===== config.mk =====
export PLATFORM = sky130hd
export DESIGN_NAME = mem_port_arbiter
export DESIGN_NICKNAME = d
export VERILOG_FILES = /design/src/rtl/mem_port_arbiter_pkg.sv /design/src/rtl/arb_wait_counter.sv /design/src/rtl/mem_port_arbiter.sv
export SDC_FILE = /design/constraint.sdc
export NUM_CORES = 1
export LEC_CHECK = 0
export CAP_MARGIN = 0
export CORE_AREA = 2 2 106 108
export DETAILED_ROUTE_END_ITERATION = 16
export DIE_AREA = 0 0 108 110
export GPL_TIMING_DRIVEN = 0
export PLACE_DENSITY = 0.73
export SETUP_SLACK_MARGIN = 0.1
export SYNTH_ARGS = -nofsm -noshare
export SYNTH_HDL_FRONTEND = slang
export SYNTH_HIERARCHICAL = 1
export SYNTH_SLANG_ARGS = --single-unit

===== constraint.sdc =====
create_clock -name clk -period 2.75 [get_ports clk]
set_clock_uncertainty 0.15 [all_clocks]
set_input_delay 0.55 -clock clk [delete_from_list [all_inputs] [get_ports clk]]
set_output_delay 0.55 -clock clk [all_outputs]
set_load 0.03 [all_outputs]

===== src/rtl/mem_port_arbiter_pkg.sv =====
// Shared types for the IF/DM memory port arbiter: FSM states, bus owner
// encoding and the starvation-counter width.
package mem_port_arbiter_pkg;

  localparam int ARB_WAIT_CNT_W = 8;

  typedef enum logic [1:0] {
    ARB_IDLE,
    ARB_REQ,
    ARB_WAIT
  } arb_state_e;

  typedef enum logic {
    OWN_IF,
    OWN_DM
  } arb_owner_e;

endpackage


===== src/rtl/arb_wait_counter.sv =====
// Saturating count of consecutive cycles the fetch port has waited, with a
// threshold flag telling the arbiter that fetch must win the next arbitration.
module arb_wait_counter
  import mem_port_arbiter_pkg::*;
#(
  parameter int unsigned MAX_IF_WAIT = 4
) (
  input  logic clk,
  input  logic rst_n,
  input  logic i_if_req,
  input  logic i_if_gnt,
  output logic o_starved
);

  localparam logic [ARB_WAIT_CNT_W-1:0] THRESH = ARB_WAIT_CNT_W'(MAX_IF_WAIT);

  logic [ARB_WAIT_CNT_W-1:0] r_cnt;

  // NOTE: sequential state is updated with <= so every flop samples pre-edge values.
  always_ff @(posedge clk or negedge rst_n) begin
    if (!rst_n) begin
      r_cnt <= '0;
    end else if (!i_if_req || i_if_gnt) begin
      r_cnt <= '0;
    end else if (r_cnt != '1) begin
      r_cnt <= r_cnt + 1'b1;
    end
  end

  assign o_starved = (r_cnt >= THRESH);

endmodule


===== src/rtl/mem_port_arbiter.sv =====
// Arbitrates one single-ported memory bus between the fetch (IF) and data (DM)
// ports, one transaction in flight. Optional counters: MEM_ARB_PERF_CNT_EN.
module mem_port_arbiter
  import mem_port_arbiter_pkg::*;
#(
  parameter int unsigned ADDR_W      = 32,
  parameter int unsigned DATA_W      = 32,
  parameter int unsigned MAX_IF_WAIT = 4
) (
  input  logic                clk,
  input  logic                rst_n,
  input  logic                if_req_i,
  input  logic [ADDR_W-1:0]   if_addr_i,
  output logic                if_gnt_o,
  output logic                if_rvalid_o,
  output logic [DATA_W-1:0]   if_rdata_o,
  input  logic                dm_req_i,
  input  logic                dm_we_i,
  input  logic [DATA_W/8-1:0] dm_be_i,
  input  logic [ADDR_W-1:0]   dm_addr_i,
  input  logic [DATA_W-1:0]   dm_wdata_i,
  output logic                dm_gnt_o,
  output logic                dm_rvalid_o,
  output logic [DATA_W-1:0]   dm_rdata_o,
  output logic                mem_req_o,
  output logic                mem_we_o,
  output logic [DATA_W/8-1:0] mem_be_o,
  output logic [ADDR_W-1:0]   mem_addr_o,
  output logic [DATA_W-1:0]   mem_wdata_o,
  input  logic                mem_gnt_i,
  input  logic                mem_rvalid_i,
  input  logic [DATA_W-1:0]   mem_rdata_i
`ifdef MEM_ARB_PERF_CNT_EN
  ,
  output logic [31:0]         perf_if_stall_o,
  output logic [31:0]         perf_dm_stall_o,
  output logic [31:0]         perf_conflict_o
`endif
);

  arb_state_e r_state;
  arb_owner_e r_owner;
  arb_owner_e w_sel_owner;
  arb_owner_e w_owner;
  logic       w_starved;
  logic       w_any_req;
  logic       w_issue;
  logic       w_resp;

  arb_wait_counter #(
    .MAX_IF_WAIT(MAX_IF_WAIT)
  ) u_wait_cnt (
    .clk      (clk),
    .rst_n    (rst_n),
    .i_if_req (if_req_i),
    .i_if_gnt (if_gnt_o),
    .o_starved(w_starved)
  );

  // NOTE: every always_comb output gets a default first so no latch is inferred.
  always_comb begin
    w_any_req   = if_req_i | dm_req_i;
    w_sel_owner = OWN_DM;
    if (if_req_i && (!dm_req_i || w_starved)) w_sel_owner = OWN_IF;
    w_owner = (r_state == ARB_IDLE) ? w_sel_owner : r_owner;
    // Gated by rst_n so the bus stays quiet while reset is held with requests pending.
    w_issue = rst_n && (((r_state == ARB_IDLE) && w_any_req) || (r_state == ARB_REQ));
    w_resp  = (r_state == ARB_WAIT) && mem_rvalid_i;
  end

  always_ff @(posedge clk or negedge rst_n) begin
    if (!rst_n) begin
      r_state <= ARB_IDLE;
      r_owner <= OWN_DM;
    end else begin
      case (r_state)
        ARB_IDLE: begin
          if (w_any_req) begin
            r_owner <= w_sel_owner;
            r_state <= mem_gnt_i ? ARB_WAIT : ARB_REQ;
          end
        end
        ARB_REQ:  if (mem_gnt_i)    r_state <= ARB_WAIT;
        ARB_WAIT: if (mem_rvalid_i) r_state <= ARB_IDLE;
        default:                    r_state <= ARB_IDLE;
      endcase
    end
  end

  // Fetches are always full-word reads; attributes are zero whenever the bus is idle.
  always_comb begin
    mem_req_o   = w_issue;
    mem_we_o    = 1'b0;
    mem_be_o    = '0;
    mem_addr_o  = '0;
    mem_wdata_o = '0;
    if (w_issue) begin
      if (w_owner == OWN_IF) begin
        mem_be_o   = '1;
        mem_addr_o = if_addr_i;
      end else begin
        mem_we_o    = dm_we_i;
        mem_be_o    = dm_be_i;
        mem_addr_o  = dm_addr_i;
        mem_wdata_o = dm_wdata_i;
      end
    end
  end

  assign if_gnt_o    = w_issue && mem_gnt_i && (w_owner == OWN_IF);
  assign dm_gnt_o    = w_issue && mem_gnt_i && (w_owner == OWN_DM);
  assign if_rvalid_o = w_resp && (r_owner == OWN_IF);
  assign dm_rvalid_o = w_resp && (r_owner == OWN_DM);
  assign if_rdata_o  = mem_rdata_i;
  assign dm_rdata_o  = mem_rdata_i;

`ifdef MEM_ARB_PERF_CNT_EN
  logic [31:0] r_perf_if_stall;
  logic [31:0] r_perf_dm_stall;
  logic [31:0] r_perf_conflict;

  always_ff @(posedge clk or negedge rst_n) begin
    if (!rst_n) begin
      r_perf_if_stall <= '0;
      r_perf_dm_stall <= '0;
      r_perf_conflict <= '0;
    end else begin
      if (if_req_i && !if_gnt_o) r_perf_if_stall <= r_perf_if_stall + 32'd1;
      if (dm_req_i && !dm_gnt_o) r_perf_dm_stall <= r_perf_dm_stall + 32'd1;
      if ((r_state == ARB_IDLE) && if_req_i && dm_req_i)
        r_perf_conflict <= r_perf_conflict + 32'd1;
    end
  end

  assign perf_if_stall_o = r_perf_if_stall;
  assign perf_dm_stall_o = r_perf_dm_stall;
  assign perf_conflict_o = r_perf_conflict;
`endif

endmodule

# == Word-level counts from Yosys, hierarchy flattened ==
# Index checks and enable logic that the tools add are counted.
# word_totals
reg_bits,11
in_bits,139
# op_classes
addsub,1
magnitude_cmp,1
eq_ne,6
muxes,17
bitwise_logic,3
reduce_logical,18
# op_table
cell,count
two-way mux 32 bit,4
two-way mux 8 bit,2
logical AND 1 bit,9
"adder 8 x 1 -> 8 bit, second input constant",1
">= comparator 8 x 3 -> 1 bit, second input constant",1
two-way mux 2 bit,4
two-way mux 4 bit,2
"!= test 8 bit, second input constant",1
"!= test 2 bit, second input constant",3
case mux 2 bit (3 select lines),1
two-way mux 1 bit,4
logical OR 1 bit,3
AND reduction 3 bit,1
"equality test 2 x 1 -> 1 bit, second input constant",1
"equality test 2 bit, second input constant",1
zero test 1 bit,2
zero test 2 bit,1
inverter 1 bit,2
AND reduction 2 bit,1
nonzero test 2 bit,1
bitwise OR 1 bit,1

# == Depth between registers and ports, before layout ==
# logic_depth
word_depth,9
mapped_depth,10
mapped_depth_nobuf,8

# == Cells and area by module ==
# Netlist, hierarchy kept.
# modules_own_cells
module,n_inst,cells_per_inst,area_each_um2
mem_port_arbiter,1,361,2361.0
arb_wait_counter,1,48,449.2

# == Worst setup path after synthesis ==
# No wires, ideal clock.
# synth_timing
path_kind,reg-to-output
startpoint,register u_wait_cnt.r_cnt[2]
endpoint,output if_gnt_o
arrival_ns,1.971
required_time_ns,2.050
path_slack_ns,0.079
stages_incl_launch_ff,8
n_path_buf,2
path_cell_list,dfrtp_1 > nor4_1 > nand2_1 > nand2b_1 > clkbuf_1 > a31oi_2 > buf_2 > nor3b_1
# synth_between
elab_chain_cells,7
# synth_rtl
element,line,text
start: declaration,arb_wait_counter.sv:17,logic [ARB_WAIT_CNT_W-1:0] r_cnt;
start signal: assignment,arb_wait_counter.sv:26,r_cnt <= r_cnt + 1'b1;
>= comparator 8 x 3 -> 1 bit,arb_wait_counter.sv:30,assign o_starved = (r_cnt >= THRESH);
via w_starved,mem_port_arbiter.sv:45,logic w_starved;
logical OR 1 bit,mem_port_arbiter.sv:64,if (if_req_i && (!dm_req_i || w_starved)) w_sel_owner = OWN_IF;
logical AND 1 bit,mem_port_arbiter.sv:64,
two-way mux 1 bit,mem_port_arbiter.sv:64,
two-way mux 1 bit,mem_port_arbiter.sv:65,w_owner = (r_state == ARB_IDLE) ? w_sel_owner : r_owner;
inverter 1 bit,mem_port_arbiter.sv:110,assign if_gnt_o = w_issue && mem_gnt_i && (w_owner == OWN_IF);
logical AND 1 bit,mem_port_arbiter.sv:110,
end: declaration,mem_port_arbiter.sv:14,"output logic if_gnt_o,"
# The timed path passes the listed nets, and every way through them passes these cells.

# == Worst setup path in the final report ==
# layout_timing
startpoint,register u_wait_cnt.r_cnt[7]
endpoint,output mem_wdata_o[27]
# layout_between
elab_chain_cells,7
# layout_rtl
element,line,text
>= comparator 8 x 3 -> 1 bit,arb_wait_counter.sv:30,
via w_starved,mem_port_arbiter.sv:45,
logical OR 1 bit,mem_port_arbiter.sv:64,
logical AND 1 bit,mem_port_arbiter.sv:64,
two-way mux 1 bit,mem_port_arbiter.sv:64,
two-way mux 1 bit,mem_port_arbiter.sv:65,
two-way mux 32 bit,mem_port_arbiter.sv:98,if (w_owner == OWN_IF) begin
two-way mux 32 bit,mem_port_arbiter.sv:97,if (w_issue) begin
end: declaration,mem_port_arbiter.sv:29,"output logic [DATA_W-1:0] mem_wdata_o,"
# The timed path passes the listed nets, and every way through them passes these cells.

==> metrics.md <==
| Metric | Value |
|---|---|
| Pleak | `around 2.7 nW` |
| Wire length on met3 | `approximately 1200 um` |
| CP Capture Point | `mem_wdata_o[27]` |
| Top-area cell type share of the netlist area | `roughly a fifth` |
| Synth Cell Area | `between 0.002 and 0.003 mm^2` |
| Initial antenna violation count | `0` |
| Design area | `slightly above 0.006 mm^2` |
| Mean area per synthesized cell | `6.87 um^2` |
| Worst skew pair latency | `0.24 ns` |
| Max Cap Viol | `0` |
| Worst Setup SP | `u_wait_cnt/r_cnt[7]` |
| Most area-consuming cells after synthesis | `buf_4 19%, dfrtp_1 8.9%, o211ai_1 8.8%` |
| DRT iter0 DRCs | `about 310` |
| Via/cell ratio | `around 5.3` |
| Final core utilization | `roughly three fifths` |
| Placer Congestion | `~0.86` |
| Hpwl dp | `10800 um` |
| CP max FO | `5` |
| Non-filler cells, final | `between 800 and 900` |
| Synth unique cells | `37` |
| Via count | `~4300` |
| DR WL/cell | `about 19 um` |
| Sequential share of the synthesized area | `roughly 10%` |
| PD cells | `just over 400 mW/mm^2` |
| Yosys warns | `6` |
| Die Area | `0.0119 mm^2` |
| Reg2Reg Depth | `11` |
| Failing checks | `negative setup slack` |
| Antenna Nets Post-Route | `0` |
| Max clock buf depth | `2` |
| CTS Buf Count | `3` |
| F_max | `~0.36 GHz` |
| Row Count | `38` |
| Post-Place Cell Area | `between 0.005 and 0.006 mm^2` |
| Die Y-Extent | `roughly 110 um` |
| Root Buffer | `clkbuf_8` |
| CP Capture Type | `output pin` |
| Die Width | `about 110 um` |
| Hold WC Path Type | `in -> async` |
| GRT Resource Usage Total | `22.7%` |
| Unrepaired setup endpoints after global routing | `yes` |
| Largest net degree at the start of global routing | `13` |
| Met2 wire len | `8130 um` |
| Final worst slack | `-0.0152 ns` |
| Maximum VDD drop | `approximately 210 uV` |
| Pre-CTS setup slack | `-1.01 ns` |
| Vias in the first global route | `roughly 4300` |
| Max H-tree Level | `1` |
| Top layer in use | `met4` |
| Cell taking the most area after synthesis | `buf_4` |
| Worst r2r src | `u_wait_cnt/r_cnt[7]` |
| CTS tree | `built` |
| Clock-pin slew on the worst setup and hold paths | `around 0.060 ns` |
| Layout cells sized above 1 | `approximately 39%` |
| DRT Pass-1 Iters | `5` |
| Placed insts | `just under 800` |
| Slew at the pin closest to its max-slew limit | `0.485 ns` |
| Port Buffer Count | `between 200 and 250` |
| Post-Route WL | `about 15000 um` |
| Kind of critical path | `reg -> out` |
| Hold slack | `between 0.15 and 0.2 ns` |
| Cts hold-fix bufs | `0` |
| # setup viols final | `7` |
| Ant. Diodes | `0` |
| Period minus WS final | `2.77 ns` |
| Overflow after GRT | `0` |
| DRC viols | `0` |
| Req. time, crit path | `roughly 2 ns` |
| Final Hold Vio Count | `0` |
| First-pass GRT wire length | `about 22000 um` |
| Outcome | `finished with violations` |
| CTS Sinks | `11` |
| I/O pin total | `approximately 280` |
| Fill cell count | `944` |
| WL met1 | `5710 um` |
| Core Area | `about 0.011 mm^2` |
| Initial Util | `about a quarter` |
| Synthesis-to-layout area growth | `122%` |
| Synthesized flop and latch total | `11` |
| Mapped Cells | `409` |
| Max Slew Vio Count | `0` |
| Startpoint Class | `register` |
| RR Endpoint | `u_wait_cnt/r_cnt[7]` |
| Rel. slew slack | `around two thirds` |
| Worst reg2reg setup slack | `roughly 0.22 ns` |
| Worst Path Arrival | `2.07 ns` |
| Crit share post-route | `101%` |
| Post-Syn Nets | `550` |
| Final nets | `approximately 830` |
worst max-delay path, stage by stage (launching register included):
cell      delay, ns
dfrtp_2        0.44
nor4_4         0.28
nand2_1        0.11
nand2b_4       0.17
a31oi_4        0.21
buf_6          0.17
buf_8          0.12
and3_4         0.17
buf_6          0.13
flip-flops by register name (all words and copies together), names as in the netlist:
name and count:
r_owner 1, u_wait_cnt/r_cnt 8, r_state 2
worst min-delay path by stage:
stage / from / slack, ns / cells after the start / end
global route: rst_n / 0.17 / 1 / u_wait_cnt/r_cnt[0]
global placement: r_state[1] / 0.36 / 1 / r_state[0]
CTS: rst_n / 0.17 / 1 / u_wait_cnt/r_cnt[7]
finish: rst_n / 0.16 / 1 / u_wait_cnt/r_cnt[6]
floorplan: rst_n / 0.10 / 0 / r_state[0]
detailed placement: r_state[1] / 0.38 / 1 / r_state[0]
cell type report:
class | instances | area, um^2 | share of cell area, %
Timing Repair Buffer | 271 | 2730 | 43.8
Buffer | 106 | 905 | 14.5
Multi-Input combinational cell | 282 | 2060 | 33.1
Inverter | 9 | 36.3 | 0.582
Clock buffer | 4 | 45.0 | 0.722
Tap cell | 140 | 175 | 2.81
Sequential cell | 11 | 280 | 4.49
cells by family (layout without fill, tap and decap cells):
| group | after synthesis | in the layout | share of synthesized area (%) |
|---|---|---|---|
| flip-flops | 11 | 11 | 9.84 |
| AO/OA/AOI/OAI | 119 | 119 | 29.5 |
| adder cells (fa/ha/maj) | 2 | 2 | 0.890 |
| buffers and inverters | 116 | 390 | 26.4 |
| AND/OR/NAND/NOR | 161 | 161 | 33.4 |
stage by stage:
step	power, mW	TNS (ns)
4_1_cts	2.38	-0.245
6_report	2.51	-0.0464
2_1_floorplan	1.25	0
3_3_place_gp	1.92	-62.09
5_1_grt	2.64	-1.61
3_5_place_dp	1.96	-64.18
cells in the final DEF (no fill, tap or decap), types with 3 or more instances in the layout:
master and instances:
clkdlybuf4s50_1 167, buf_4 114, buf_6 51, nand2_1 36, a31oi_1 35, nand4_1 34, and3_4 34, nand2b_1 33
o211ai_1 33, a21o_1 32, buf_8 11, clkbuf_2 10, inv_1 8, dfrtp_1 7, clkbuf_1 6, o21ai_0 6
clkbuf_16 5, buf_2 4, nand3_1 4, clkbuf_8 4, a21oi_4 3, a21oi_1 3, dfrtp_2 3
synthesized netlist by cell type (all sizes together):
library cell and instances:
nor4 1, buf 84, inv 9, nand4 34
o31a 1, a2111o 1, nand2 36, o21ba 1
and4b 2, a21o 32, nor2b 2, nand3 6
and4 1, a21oi 7, ha 2, nor3b 2
o31ai 1, dfstp 1, and3 37, or3 2
o21ai 6, nor4b 1, nand2b 34, clkbuf 23
o211ai 33, nor2 2, a31oi 37, dfrtp 10
nor3 1
report_power, final:
| part | switching, mW | internal (mW) |
|---|---|---|
| clock network | 0.0665 | 0.102 |
| logic | 1.09 | 1.04 |
| registers | 0.0267 | 0.180 |
| total | 1.19 | 1.33 |
timing repair:
action                                 in CTS  in global routing
endpoints found under the hold margin       0                  0
resized for setup                         597                 50
setup endpoints to repair                  80                 74
buffers inserted                           15                  4
gates cloned                                6                  2
pin swaps                                  36                 52
metal layers:
layer,up-vias,global-route usage [%]
met2,264,44.2
li1,1992,-
met1,2056,25.7
met5,-,0
met3,27,3.12
met4,0,6.32
No activity file was read; power rests on OpenSTA's default activity.
